==> src/rtl/uart_tx_fifo_if.sv <==
// Byte-push / uart_tx handshake bundle between the bus side and uart_tx_fifo.
// master drives writes and the busy line; slave is the FIFO itself.
interface uart_tx_fifo_if #(
    parameter int DEPTH = 16
);
    localparam int CW = $clog2(DEPTH) + 1;

    logic          wr_en;
    logic [7:0]    wr_data;
    logic          full;
    logic          empty;
    logic [CW-1:0] count;
    logic          overflow;
    logic          tx_busy;
    logic          tx_en;
    logic [7:0]    tx_data;

    modport master (
        output wr_en, wr_data, tx_busy,
        input  full, empty, count, overflow, tx_en, tx_data
    );

    modport slave (
        input  wr_en, wr_data, tx_busy,
        output full, empty, count, overflow, tx_en, tx_data
    );
endinterface

==> src/rtl/uart_tx_fifo.sv <==
// Byte FIFO plus issue sequencer feeding uart_tx one byte per frame.
// A byte is popped only on IDLE->ISSUE, so count excludes the byte in flight.
module uart_tx_fifo #(
    parameter int DEPTH = 16
) (
    input  logic          clk,
    input  logic          rst,
    uart_tx_fifo_if.slave bus
);
    localparam int AW = $clog2(DEPTH);
    localparam int CW = AW + 1;
    localparam logic [CW-1:0] FULL_CNT = CW'(DEPTH);

    if (DEPTH < 2 || (DEPTH & (DEPTH - 1)) != 0) begin : g_bad_depth
        $error("uart_tx_fifo: DEPTH must be a power of two >= 2");
    end

    typedef enum logic [1:0] {
        IDLE,
        ISSUE,
        WAIT_ACK,
        WAIT_DONE
    } state_e;

    state_e        state_q, state_d;
    logic [7:0]    mem_q [DEPTH];
    logic [AW-1:0] wr_ptr_q, wr_ptr_d;
    logic [AW-1:0] rd_ptr_q, rd_ptr_d;
    logic [CW-1:0] count_q, count_d;
    logic          full_q, full_d;
    logic          empty_q, empty_d;
    logic          overflow_q, overflow_d;
    logic          tx_en_q, tx_en_d;
    logic [7:0]    tx_data_q, tx_data_d;
    logic          push;
    logic          pop;

    // Full is the registered flag, so a push into a full FIFO drops even on a pop edge.
    assign push = bus.wr_en && !full_q;

    always_ff @(posedge clk) begin
        if (push) begin
            mem_q[wr_ptr_q] <= bus.wr_data;
        end
    end

    always_comb begin
        wr_ptr_d = wr_ptr_q;
        rd_ptr_d = rd_ptr_q;
        count_d  = count_q;
        if (push) begin
            wr_ptr_d = wr_ptr_q + AW'(1);
        end
        if (pop) begin
            rd_ptr_d = rd_ptr_q + AW'(1);
        end
        case ({push, pop})
            2'b10:   count_d = count_q + CW'(1);
            2'b01:   count_d = count_q - CW'(1);
            default: count_d = count_q;
        endcase
        full_d     = (count_d == FULL_CNT);
        empty_d    = (count_d == '0);
        overflow_d = bus.wr_en && full_q;
    end

    always_ff @(posedge clk or posedge rst) begin
        if (rst) begin
            wr_ptr_q   <= '0;
            rd_ptr_q   <= '0;
            count_q    <= '0;
            full_q     <= 1'b0;
            empty_q    <= 1'b1;
            overflow_q <= 1'b0;
        end else begin
            wr_ptr_q   <= wr_ptr_d;
            rd_ptr_q   <= rd_ptr_d;
            count_q    <= count_d;
            full_q     <= full_d;
            empty_q    <= empty_d;
            overflow_q <= overflow_d;
        end
    end

    always_ff @(posedge clk or posedge rst) begin
        if (rst) begin
            state_q   <= IDLE;
            tx_en_q   <= 1'b0;
            tx_data_q <= 8'h00;
        end else begin
            state_q   <= state_d;
            tx_en_q   <= tx_en_d;
            tx_data_q <= tx_data_d;
        end
    end

    // WAIT_ACK has no timeout: uart_tx raises busy on the edge after it samples en.
    always_comb begin
        state_d = state_q;
        case (state_q)
            IDLE:      if (!empty_q && !bus.tx_busy) state_d = ISSUE;
            ISSUE:     state_d = WAIT_ACK;
            WAIT_ACK:  if (bus.tx_busy) state_d = WAIT_DONE;
            WAIT_DONE: if (!bus.tx_busy) state_d = IDLE;
            default:   state_d = IDLE;
        endcase
    end

    always_comb begin
        pop       = (state_q == IDLE) && !empty_q && !bus.tx_busy;
        tx_en_d   = pop;
        tx_data_d = pop ? mem_q[rd_ptr_q] : tx_data_q;
    end

    assign bus.full     = full_q;
    assign bus.empty    = empty_q;
    assign bus.count    = count_q;
    assign bus.overflow = overflow_q;
    assign bus.tx_en    = tx_en_q;
    assign bus.tx_data  = tx_data_q;
endmodule
==> src/flat_wrapper.sv <==
// flat-port wrapper written by rule: the top's interface ports become plain ports
module uart_tx_fifo_flat 
#(
    parameter int DEPTH = 16
)
  (clk, rst, bus_wr_en, bus_wr_data, bus_tx_busy, bus_full, bus_empty, bus_count, bus_overflow, bus_tx_en, bus_tx_data);
  uart_tx_fifo_if #(.DEPTH(DEPTH)) bus_i ();
  input  logic clk;
  input  logic rst;
  input wire logic [$bits(bus_i.wr_en)-1:0] bus_wr_en;
  input wire logic [$bits(bus_i.wr_data)-1:0] bus_wr_data;
  input wire logic [$bits(bus_i.tx_busy)-1:0] bus_tx_busy;
  output wire logic [$bits(bus_i.full)-1:0] bus_full;
  output wire logic [$bits(bus_i.empty)-1:0] bus_empty;
  output wire logic [$bits(bus_i.count)-1:0] bus_count;
  output wire logic [$bits(bus_i.overflow)-1:0] bus_overflow;
  output wire logic [$bits(bus_i.tx_en)-1:0] bus_tx_en;
  output wire logic [$bits(bus_i.tx_data)-1:0] bus_tx_data;
  assign bus_i.wr_en = bus_wr_en;
  assign bus_i.wr_data = bus_wr_data;
  assign bus_i.tx_busy = bus_tx_busy;
  assign bus_full = bus_i.full;
  assign bus_empty = bus_i.empty;
  assign bus_count = bus_i.count;
  assign bus_overflow = bus_i.overflow;
  assign bus_tx_en = bus_i.tx_en;
  assign bus_tx_data = bus_i.tx_data;
  uart_tx_fifo #(.DEPTH(DEPTH)) u_core (.clk(clk), .rst(rst), .bus(bus_i));
endmodule
==> config.mk <==
export PLATFORM = sky130hd
export DESIGN_NAME = uart_tx_fifo_flat
export DESIGN_NICKNAME = d
export VERILOG_FILES = /design/src/rtl/uart_tx_fifo_if.sv /design/src/rtl/uart_tx_fifo.sv /design/src/flat_wrapper.sv
export SDC_FILE = /design/constraint.sdc
export NUM_CORES = 1
export LEC_CHECK = 0
export ABC_AREA = 1
export CORE_ASPECT_RATIO = 1.25
export CORE_MARGIN = 2
export CORE_UTILIZATION = 40
export CTS_BUF_LIST = sky130_fd_sc_hd__clkbuf_4
export DETAILED_ROUTE_END_ITERATION = 10
export GPL_TIMING_DRIVEN = 0
export HOLD_SLACK_MARGIN = 0.06
export PLACE_DENSITY = 0.62
export SYNTH_ARGS = -nofsm -noshare
export SYNTH_HDL_FRONTEND = slang
export SYNTH_SLANG_ARGS = --single-unit
==> constraint.sdc <==
create_clock -name clk -period 2.8 [get_ports clk]
set_input_delay 0.84 -clock clk [delete_from_list [all_inputs] [get_ports clk]]
set_output_delay 0.84 -clock clk [all_outputs]
set_load 0.02 [all_outputs]
# == Word-level counts from Yosys, hierarchy flattened ==
# Memories as Yosys holds them, arrays and structs flattened. A register that Yosys moved wholly into a read port is not among the register bits.
# Index checks and enable logic that the tools add are counted.
# classes
muxes,7
reduce_logical,11
eq_ne,9
n_addsub,4
# ops
cell,n
one-hot mux 5 bit (2 select lines),1
adder 4 x 1 -> 4 bit (second input constant),2
one-hot mux 2 bit (4 select lines),1
equality test 2 bit (second input constant),3
2-to-1 mux 2 bit,3
adder 5 x 1 -> 5 bit (second input constant),1
equality test 5 bit (second input constant),1
logical AND 1 bit,5
logical NOT 5 bit,1
subtractor 5 x 1 -> 5 bit (second input constant),1
equality test 2 x 1 -> 1 bit (second input constant),2
!= test 2 bit (second input constant),2
logical NOT 1 bit,3
AND reduction 3 bit,1
logical NOT 2 bit,1
2-to-1 mux 1 bit,2
!= test 2 x 1 -> 1 bit (second input constant),1
# word_totals
ramBits,128
mem_count,1
output_inout_bits,17
inputBits,12
ff_bits,19
elab_cells,40
# memory_table
name,words,width,rd,rd_ports_with_merged_regs,wr,line_no,source
u_core.mem_q,16,8,1,1,1,uart_tx_fifo.sv:26,logic [7:0] mem_q [DEPTH];

# == Longest topological paths before layout ==
# Gate-level depths: netlist of the first run.
# depth
ltp_word,6
ltp_mapped,15
ltp_nobuf,15

# == Worst setup path before layout of the first run ==
# No wires, ideal clock.
# synth_path
kind,input-to-reg
start,in bus_tx_busy
end,reg u_core.full_q (netlist: u_core.bus.full)
path_stages,10
setup_time_ns,0.069
path_slack_ns,0.607
t_arrival_ns,2.124
required_ns,2.731
n_path_buf,0
cell_sequence,nor2_4 nand2_2 inv_1 ha_1 inv_2 o21ai_1 or2_1 nor2_2 nand3_2 nor2_2
# synth_between
elab_chain_len,5
elab_cells_between_ends,6
classes_between,3 x eq/ne; 1 x mux; 2 x reduce/logical
# synth_rtl
item,line_no,source
"start, declared",flat_wrapper.sv:12,input wire logic [$bits(bus_i.tx_busy)-1:0] bus_tx_busy;
logical NOT 1 bit (*),uart_tx_fifo.sv:110,pop = (state_q == IDLE) && !empty_q && !bus.tx_busy;
logical AND 1 bit (*),uart_tx_fifo.sv:110,
equality test 2 x 1 -> 1 bit / equality test 2 bit (equally long branches),uart_tx_fifo.sv:57,"case ({push, pop})"
one-hot mux 5 bit (2 select lines) (*),uart_tx_fifo.sv:57,
net u_core.count_d[1],uart_tx_fifo.sv:29,"logic [CW-1:0] count_q, count_d;"
equality test 5 bit (*),uart_tx_fifo.sv:62,full_d = (count_d == FULL_CNT);
net u_core.full_d,uart_tx_fifo.sv:30,"logic full_q, full_d;"
"end signal, assigned",uart_tx_fifo.sv:79,full_q <= full_d;
"end, declared",uart_tx_fifo.sv:30,
# The timed path passes the listed nets; every way through them passes the cells marked *.
# A chain may end at the register's enable or synchronous reset.

# == Worst setup path after layout of the first run ==
# layout_path
start,reg u_core.empty_q (netlist: u_core.bus.empty)
end,out bus_empty
# layout_rtl
item,line_no,source
"start, declared",uart_tx_fifo.sv:31,"logic empty_q, empty_d;"
"start signal, assigned",uart_tx_fifo.sv:80,empty_q <= empty_d;
"end, declared",flat_wrapper.sv:14,output wire logic [$bits(bus_i.empty)-1:0] bus_empty;
# No word-level cell between the ends.

==> metrics.txt, run 1 <==
Synthesis Warnings=0; Nets=603; hold_ws=0.4954 ns; Power Density=1006 nW/um^2; via count=4,224; chip width=117.9 um; Fillers=1,520; pin count of the biggest net entering global routing=28; DR iter-0 viols=359; Post-DP Area=7034 um^2; Crit Path Class=flop to output pin; Worst Slack Setup Final=0.2278 ns; layout cells sized above 1=12.33%; Seq. cell area=4521 um^2; Gate Count Post-Synth=532; share of the synthesized area in the top cell type=59.28%; CTS Buf Count=17; critical path peak fanout=3; CTS tree=yes; fin cells=808; Tcrit/Tclk final=91.86%; Die Area=17,250 um^2; Psw=2.942 mW; placed insts=776; max-slew violation count=0; core area=16,010 um^2; final WL=15,420 um; drt drc=0; start of the worst register-to-register path=u_core.state_q[0]; Seq pwr share=41.7%; slowest cell on the critical path=clkdlybuf4s50_1; iteration count of the initial detailed-routing pass=5; Worst Max-Slew Pin Slew=1.116 ns; port buffer count=28; Int Pwr=4.403 mW; fmax=388.8 MHz; # setup viols final=0; Mapped Nets=556; status=finished clean; Gate power share=40.5%; most common cell after layout, fill and taps aside=edfxtp_1; fin area=7303 um^2; worst hold path startpoint=u_core.bus.tx_data[7]; vias in the first global route=4,382; area delta synth->final=12.64%; max_cap viols=0; Area contributors post-synth=edfxtp_1 (59%), dfrtp_1 (10%), nor2_1 (4.8%), nand2_1 (3.9%), o21ai_0 (3.5%); clock network power share=17.8%; WP data required=1.96 ns; post-layout min period=2.572 ns; most area-hungry cell type in the Yosys netlist=edfxtp_1; VDD IR max=490.4 uV; flop and latch count out of synthesis=155; Die Span Y=146.3 um; first-pass GRT wire length=24,060 um; Initial Util=40.51%; initial antenna violation count=0; CTS Sinks=155; Critical Path Sink Type=output pin; total gr overflow=0; CP arrival=1.73 ns; H-tree depth=4; # IOs=29; crit path cell chain=clkdlybuf4s50_1; row cnt=52; crit start category=flop; Sw Ratio=40.06%; Ant. Diodes=0; Setup WS pre-CTS=-0.3050 ns; Netlist cell types=37; register area share after synthesis=69.72%; critical path's top delay family=buffers and inverters; all-layer global routing usage=18.82%; Post-CTS Setup Inserts=0; Mapped Area=6484 um^2; most frequent cells in the layout=edfxtp_1 (128), nor2_1 (83), nand2_1 (67); CP Buf/Inv Count=1; maximum root-to-sink buffer count=2; unrepaired setup endpoints after global routing=false; cts hold-fix bufs=0; post-route clock skew=0.01598 ns; GPL Wtd Cong=0.8576; worst skew pair latency=0.55 ns; Reg clk slew, reported paths=0.12 ns; multi-input logic area=1710 um^2; Hold Path Class=flop to flop; drt via density=5.228; P_leak=2.672 nW; final core utilization=45.63%; Avg Synthesized Cell Area=12.19 um^2; CTS root buf=clkbuf_4; Critical Path Start=u_core.bus.empty; Worst path max stage delay=0.61 ns; Final Hold Fails=0; hpwl dp=10,340 um; Worst slew margin=25.51%; post-route ant nets=0; Gates resized, CTS repair=0; Routed WL per cell=19.08 um
-- sequential cells by signal, summed over array words and instances, names as in the netlist --
name / flops
u_core.bus.overflow: 1
u_core.bus.count: 5
u_core.state_q: 2
u_core.rd_ptr_q: 4
u_core.bus.tx_data: 8
u_core.bus.empty: 1
u_core.mem_q: 128
u_core.bus.full: 1
u_core.wr_ptr_q: 4
u_core.bus.tx_en: 1
-- routing by layer --
metal | track usage [%] | up-vias | wire length, um
met2 | 34.01 | 151 | 8291
met5 | 0 | - | 0
met4 | 8.373 | 0 | 487
li1 | - | 1989 | -
met3 | 3.750 | 33 | 800
met1 | 21.49 | 2051 | 5838
-- metrics by stage --
| step | total power, mW | TNS, ns |
|---|---|---|
| 2_1_floorplan | 5.014 | 0 |
| 3_3_place_gp | 5.996 | -17.21 |
| 4_1_cts | 7.380 | 0 |
| 6_report | 7.345 | 0 |
| 5_1_grt | 7.818 | 0 |
| 3_5_place_dp | 6.074 | -20.68 |
-- cells in the mapped netlist (all sizes together) --
cell	instances
a31oi	3
buf	21
inv	29
a21oi	11
nor3	2
nand2	75
mux2i	3
o221ai	13
o21ai	68
xnor2	1
o2111ai	2
or2	1
dfrtp	26
dfstp	1
o21bai	1
nand4	3
nand3b	1
ha	12
nor2	87
nand3	19
clkbuf	4
o22ai	10
o211ai	3
xor2	7
edfxtp	128
o21a	1
-- power by group through the flow --
| stage | clock network, mW | logic, mW | registers (mW) |
|---|---|---|---|
| after global routing | 1.43 | 3.29 | 3.10 |
| after floorplan | 0 | 1.83 | 3.18 |
| after detailed placement | 0 | 2.96 | 3.12 |
| after global placement | 0 | 2.89 | 3.10 |
| after CTS | 1.34 | 2.98 | 3.06 |
| final | 1.31 | 2.97 | 3.06 |
-- final timing paths --
check,endpoint,slack [ns],cells after the start
setup / recovery,bus_empty,0.23,1
hold / removal,u_core.bus.tx_data[7],0.50,2
setup reg to reg,u_core.bus.empty,0.42,12
hold reg to reg,u_core.bus.tx_data[7],0.50,2
max in group asynchronous,u_core.bus.tx_data[0],1.26,2
min in group asynchronous,u_core.bus.tx_data[4],0.85,2
-- area by class of cell --
cell class / instances / share of cell area, %
flip-flops and latches: 155 / 61.90
repair buffers: 28 / 3.838
multi-input cells: 323 / 23.42
inverters: 29 / 1.525
clock buffers: 19 / 1.953
plain buffers: 25 / 1.936
clock inverters: 13 / 1.730
well taps: 216 / 3.701
-- cells by family after synthesis --
family          after synthesis  share of synthesized area (%)
compound gates              112                          9.958
fa+ha+maj                    12                          2.316
flops                       155                          69.72
simple gates                188                          12.56
buf+inv                      54                          3.898
mux                           3                         0.4632
xor+xnor                      8                          1.081
Note: power is estimated with default switching activity, not from simulation.
==> run 2: changes to the inputs <==
--- a/config.mk
+++ b/config.mk
@@ -11,9 +11,10 @@
 export CORE_UTILIZATION = 40
 export CTS_BUF_LIST = sky130_fd_sc_hd__clkbuf_4
 export DETAILED_ROUTE_END_ITERATION = 10
+export DONT_BUFFER_PORTS = 1
 export GPL_TIMING_DRIVEN = 0
 export HOLD_SLACK_MARGIN = 0.06
-export PLACE_DENSITY = 0.62
+export PLACE_DENSITY_LB_ADDON = 0.12
 export SYNTH_ARGS = -nofsm -noshare
 export SYNTH_HDL_FRONTEND = slang
 export SYNTH_SLANG_ARGS = --single-unit
==> run 2 against run 1 <==
Combinational power is 12% lower; sequential share of layout area increased by 2.5 points; clock power is essentially flat; power down 3.3%; final cell count shrank 3.3%; via count decreased by 4.4%; die area unchanged; flip-flop and latch count is the same; critical path depth increased by 10; register-to-register slack hardly changed.
==> metrics.txt, run 2 (synthesis results as in run 1) <==
VDD IR max=562.8 uV (+15%); port buffer count=0 (-100%); # setup viols final=0 (unchanged); Die Area=17,250 um^2 (unchanged); drt drc=0 (unchanged); crit start category=flop; total gr overflow=0 (unchanged); fmax=417.8 MHz (+7.5%); Sw Ratio=40.75% (+0.70 points); final WL=15,740 um (+2.1%); CTS tree=yes; WP data required=3.31 ns (+1.35 ns); critical path's top delay family=simple AND/OR/NAND/NOR gates; worst hold path startpoint=bus_wr_data[4]; CTS Sinks=155 (unchanged); DR iter-0 viols=331 (-7.8%); Int Pwr=4.209 mW (-4.4%); Initial Util=40.51% (unchanged); slowest cell on the critical path=dfrtp_1; Post-CTS Setup Inserts=0 (unchanged); status=finished clean; CTS Buf Count=17 (unchanged); Fillers=1,536 (+1.1%); post-layout min period=2.393 ns (-0.1788 ns); Worst Slack Setup Final=0.4067 ns (+0.1788 ns); Final TNS setup=0 ns (unchanged); maximum root-to-sink buffer count=2 (unchanged); Worst path max stage delay=0.41 ns (-0.20 ns); start of the worst register-to-register path=u_core.state_q[0]; Psw=2.895 mW (-1.6%); # IOs=29 (unchanged); drt via density=5.170 (-1.1%); CP Buf/Inv Count=3 (+2); Worst R2R End=u_core.bus.empty; Final Hold Fails=0 (unchanged); Nets=575 (-4.6%); core area=16,010 um^2 (unchanged); iteration count of the initial detailed-routing pass=6 (+1); P_leak=2.562 nW (-4.1%); clock network power share=18.3% (+0.5 points); Gate power share=36.8% (-3.7 points); via count=4,038 (-4.4%); unrepaired setup endpoints after global routing=false; H-tree depth=4 (unchanged); initial antenna violation count=1 (+1); critical path peak fanout=9 (+6); Hold Path Class=input port to flop; Worst Max-Slew Pin Slew=1.133 ns (+0.01655 ns); max-slew violation count=0 (unchanged); WHS Endpoint=u_core.mem_q[9][4]; Power Density=1012 nW/um^2 (+0.60%); Routed WL per cell=20.16 um (+5.6%); all-layer global routing usage=19.36% (+0.54 points); Top reg by flops=u_core.mem_q; CTS root buf=clkbuf_4; Reg clk slew, reported paths=0.13 ns (about the same); area delta synth->final=8.298%; Worst slew margin=24.21% (-1.3 points); CP arrival=2.90 ns (+1.17 ns); chip width=117.9 um (unchanged); number of flip-flops in the largest register=128 (unchanged); most common cell after layout, fill and taps aside=edfxtp_1; crit path cell chain=inv_1 > ha_1 > nand2_2 > inv_1 > ha_1 > inv_2 > o21ai_1 > or2_1 > nor2_2 > nand3_2 > nor2_2; Hold Path Depth=0 (-2); Gates resized, CTS repair=0 (unchanged); Seq pwr share=45.0% (+3.3 points); Setup WS pre-CTS=0.2356 ns (+0.5406 ns); first-pass GRT wire length=24,430 um (+1.5%); Critical Path Sink Type=flop; Worst Reg-to-Reg Cells=11 (-1); vias in the first global route=4,127 (-5.8%); row cnt=52 (unchanged); pin count of the biggest net entering global routing=28 (unchanged); post-route clock skew=0.01712 ns (+0.001137 ns); hpwl dp=10,530 um (+1.9%); layout cells sized above 1=12.77% (+0.43 points); worst skew pair latency=0.58 ns (+0.03 ns); Crit Path Class=flop to flop; most frequent cells in the layout=edfxtp_1 (128), nor2_1 (83), nand2_1 (67); cts hold-fix bufs=0 (unchanged); Die Span Y=146.3 um (unchanged); GPL Wtd Cong=0.7779 (-9.3%); post-route ant nets=0 (unchanged); max_cap viols=0 (unchanged); Tcrit/Tclk final=85.48% (-6.4 points); FF-to-FF setup slack=0.41 ns (about the same)
==> run 2: worst max path at each step <==
stage / start / end / slack [ns] / cells past startpoint
after floorplan: bus_tx_busy / u_core.bus.full / 0.61 / 10
after global placement: bus_wr_en / u_core.mem_q[2][1] / 0.25 / 4
after detailed placement: bus_wr_en / u_core.mem_q[7][3] / 0.24 / 4
after CTS: u_core.state_q[0] / u_core.bus.empty / 0.37 / 11
after global routing: u_core.state_q[0] / u_core.bus.full / 0.22 / 12
final: u_core.state_q[0] / u_core.bus.empty / 0.41 / 11
==> run 2: metrics by stage <==
stage               hold WS (ns)  util, %  instances  total power [mW]  area, um^2
floorplan                 0.5198        -        532             5.014        6484
global placement          0.5739    42.20        748             5.843        6754
detailed placement        0.5927    42.20        748             5.879        6754
CTS                       0.3237    43.86        780             7.147        7019
global route              0.3020    43.87        781             7.593        7022
finish                    0.3446    43.87        781             7.105        7022
==> run 2: metal layers <==
metal / part of all wire, % / routed length, um / track usage, % / up-vias
met5: 0 / 0 / 0 / -
met4: 2.7 / 427 / 8.012 / 0
met3: 5.7 / 892 / 5.703 / 24
met2: 52 / 8119 / 32.44 / 96
met1: 40 / 6304 / 23.42 / 1982
li1: - / - / - / 1936
==> run 2: power groups by stage <==
stage	sequential [mW]	clock (mW)	combinational, mW
2_1_floorplan	3.18	0	1.83
3_3_place_gp	3.25	0	2.60
3_5_place_dp	3.25	0	2.63
4_1_cts	3.20	1.31	2.63
5_1_grt	3.24	1.42	2.93
6_report	3.19	1.30	2.61
==> run 2: worst reg2reg max path: cells and delay by family, from the launching register on <==
family	cells	cell delay [ns]
flip-flops	1	0.41
AO/OA/AOI/OAI	1	0.09
adder cells (fa/ha/maj)	2	0.67
buffers and inverters	3	0.38
AND/OR/NAND/NOR	5	0.80
==> run 2: final cells by class <==
class	count	area, um^2	area share (%)
well taps	216	270.3	3.849
flip-flops and latches	155	4521	64.38
clock inverters	14	130.1	1.853
plain buffers	25	141.4	2.014
inverters	29	111.4	1.586
multi-input cells	323	1710	24.36
diodes	1	2.502	0.03564
clock buffers	18	135.1	1.924
==> run 3: changes to the inputs <==
--- a/config.mk
+++ b/config.mk
@@ -10,6 +10,7 @@
 export CORE_MARGIN = 2
 export CORE_UTILIZATION = 40
 export CTS_BUF_LIST = sky130_fd_sc_hd__clkbuf_4
+export CTS_CLUSTER_DIAMETER = 150
 export DETAILED_ROUTE_END_ITERATION = 10
 export DONT_BUFFER_PORTS = 1
 export GPL_TIMING_DRIVEN = 0
@@ -18,3 +19,4 @@
 export SYNTH_ARGS = -nofsm -noshare
 export SYNTH_HDL_FRONTEND = slang
 export SYNTH_SLANG_ARGS = --single-unit
+export TNS_END_PERCENT = 30
==> results of run 3 <==
No change in the layout: final DEF, timing and power equal those of run 2.
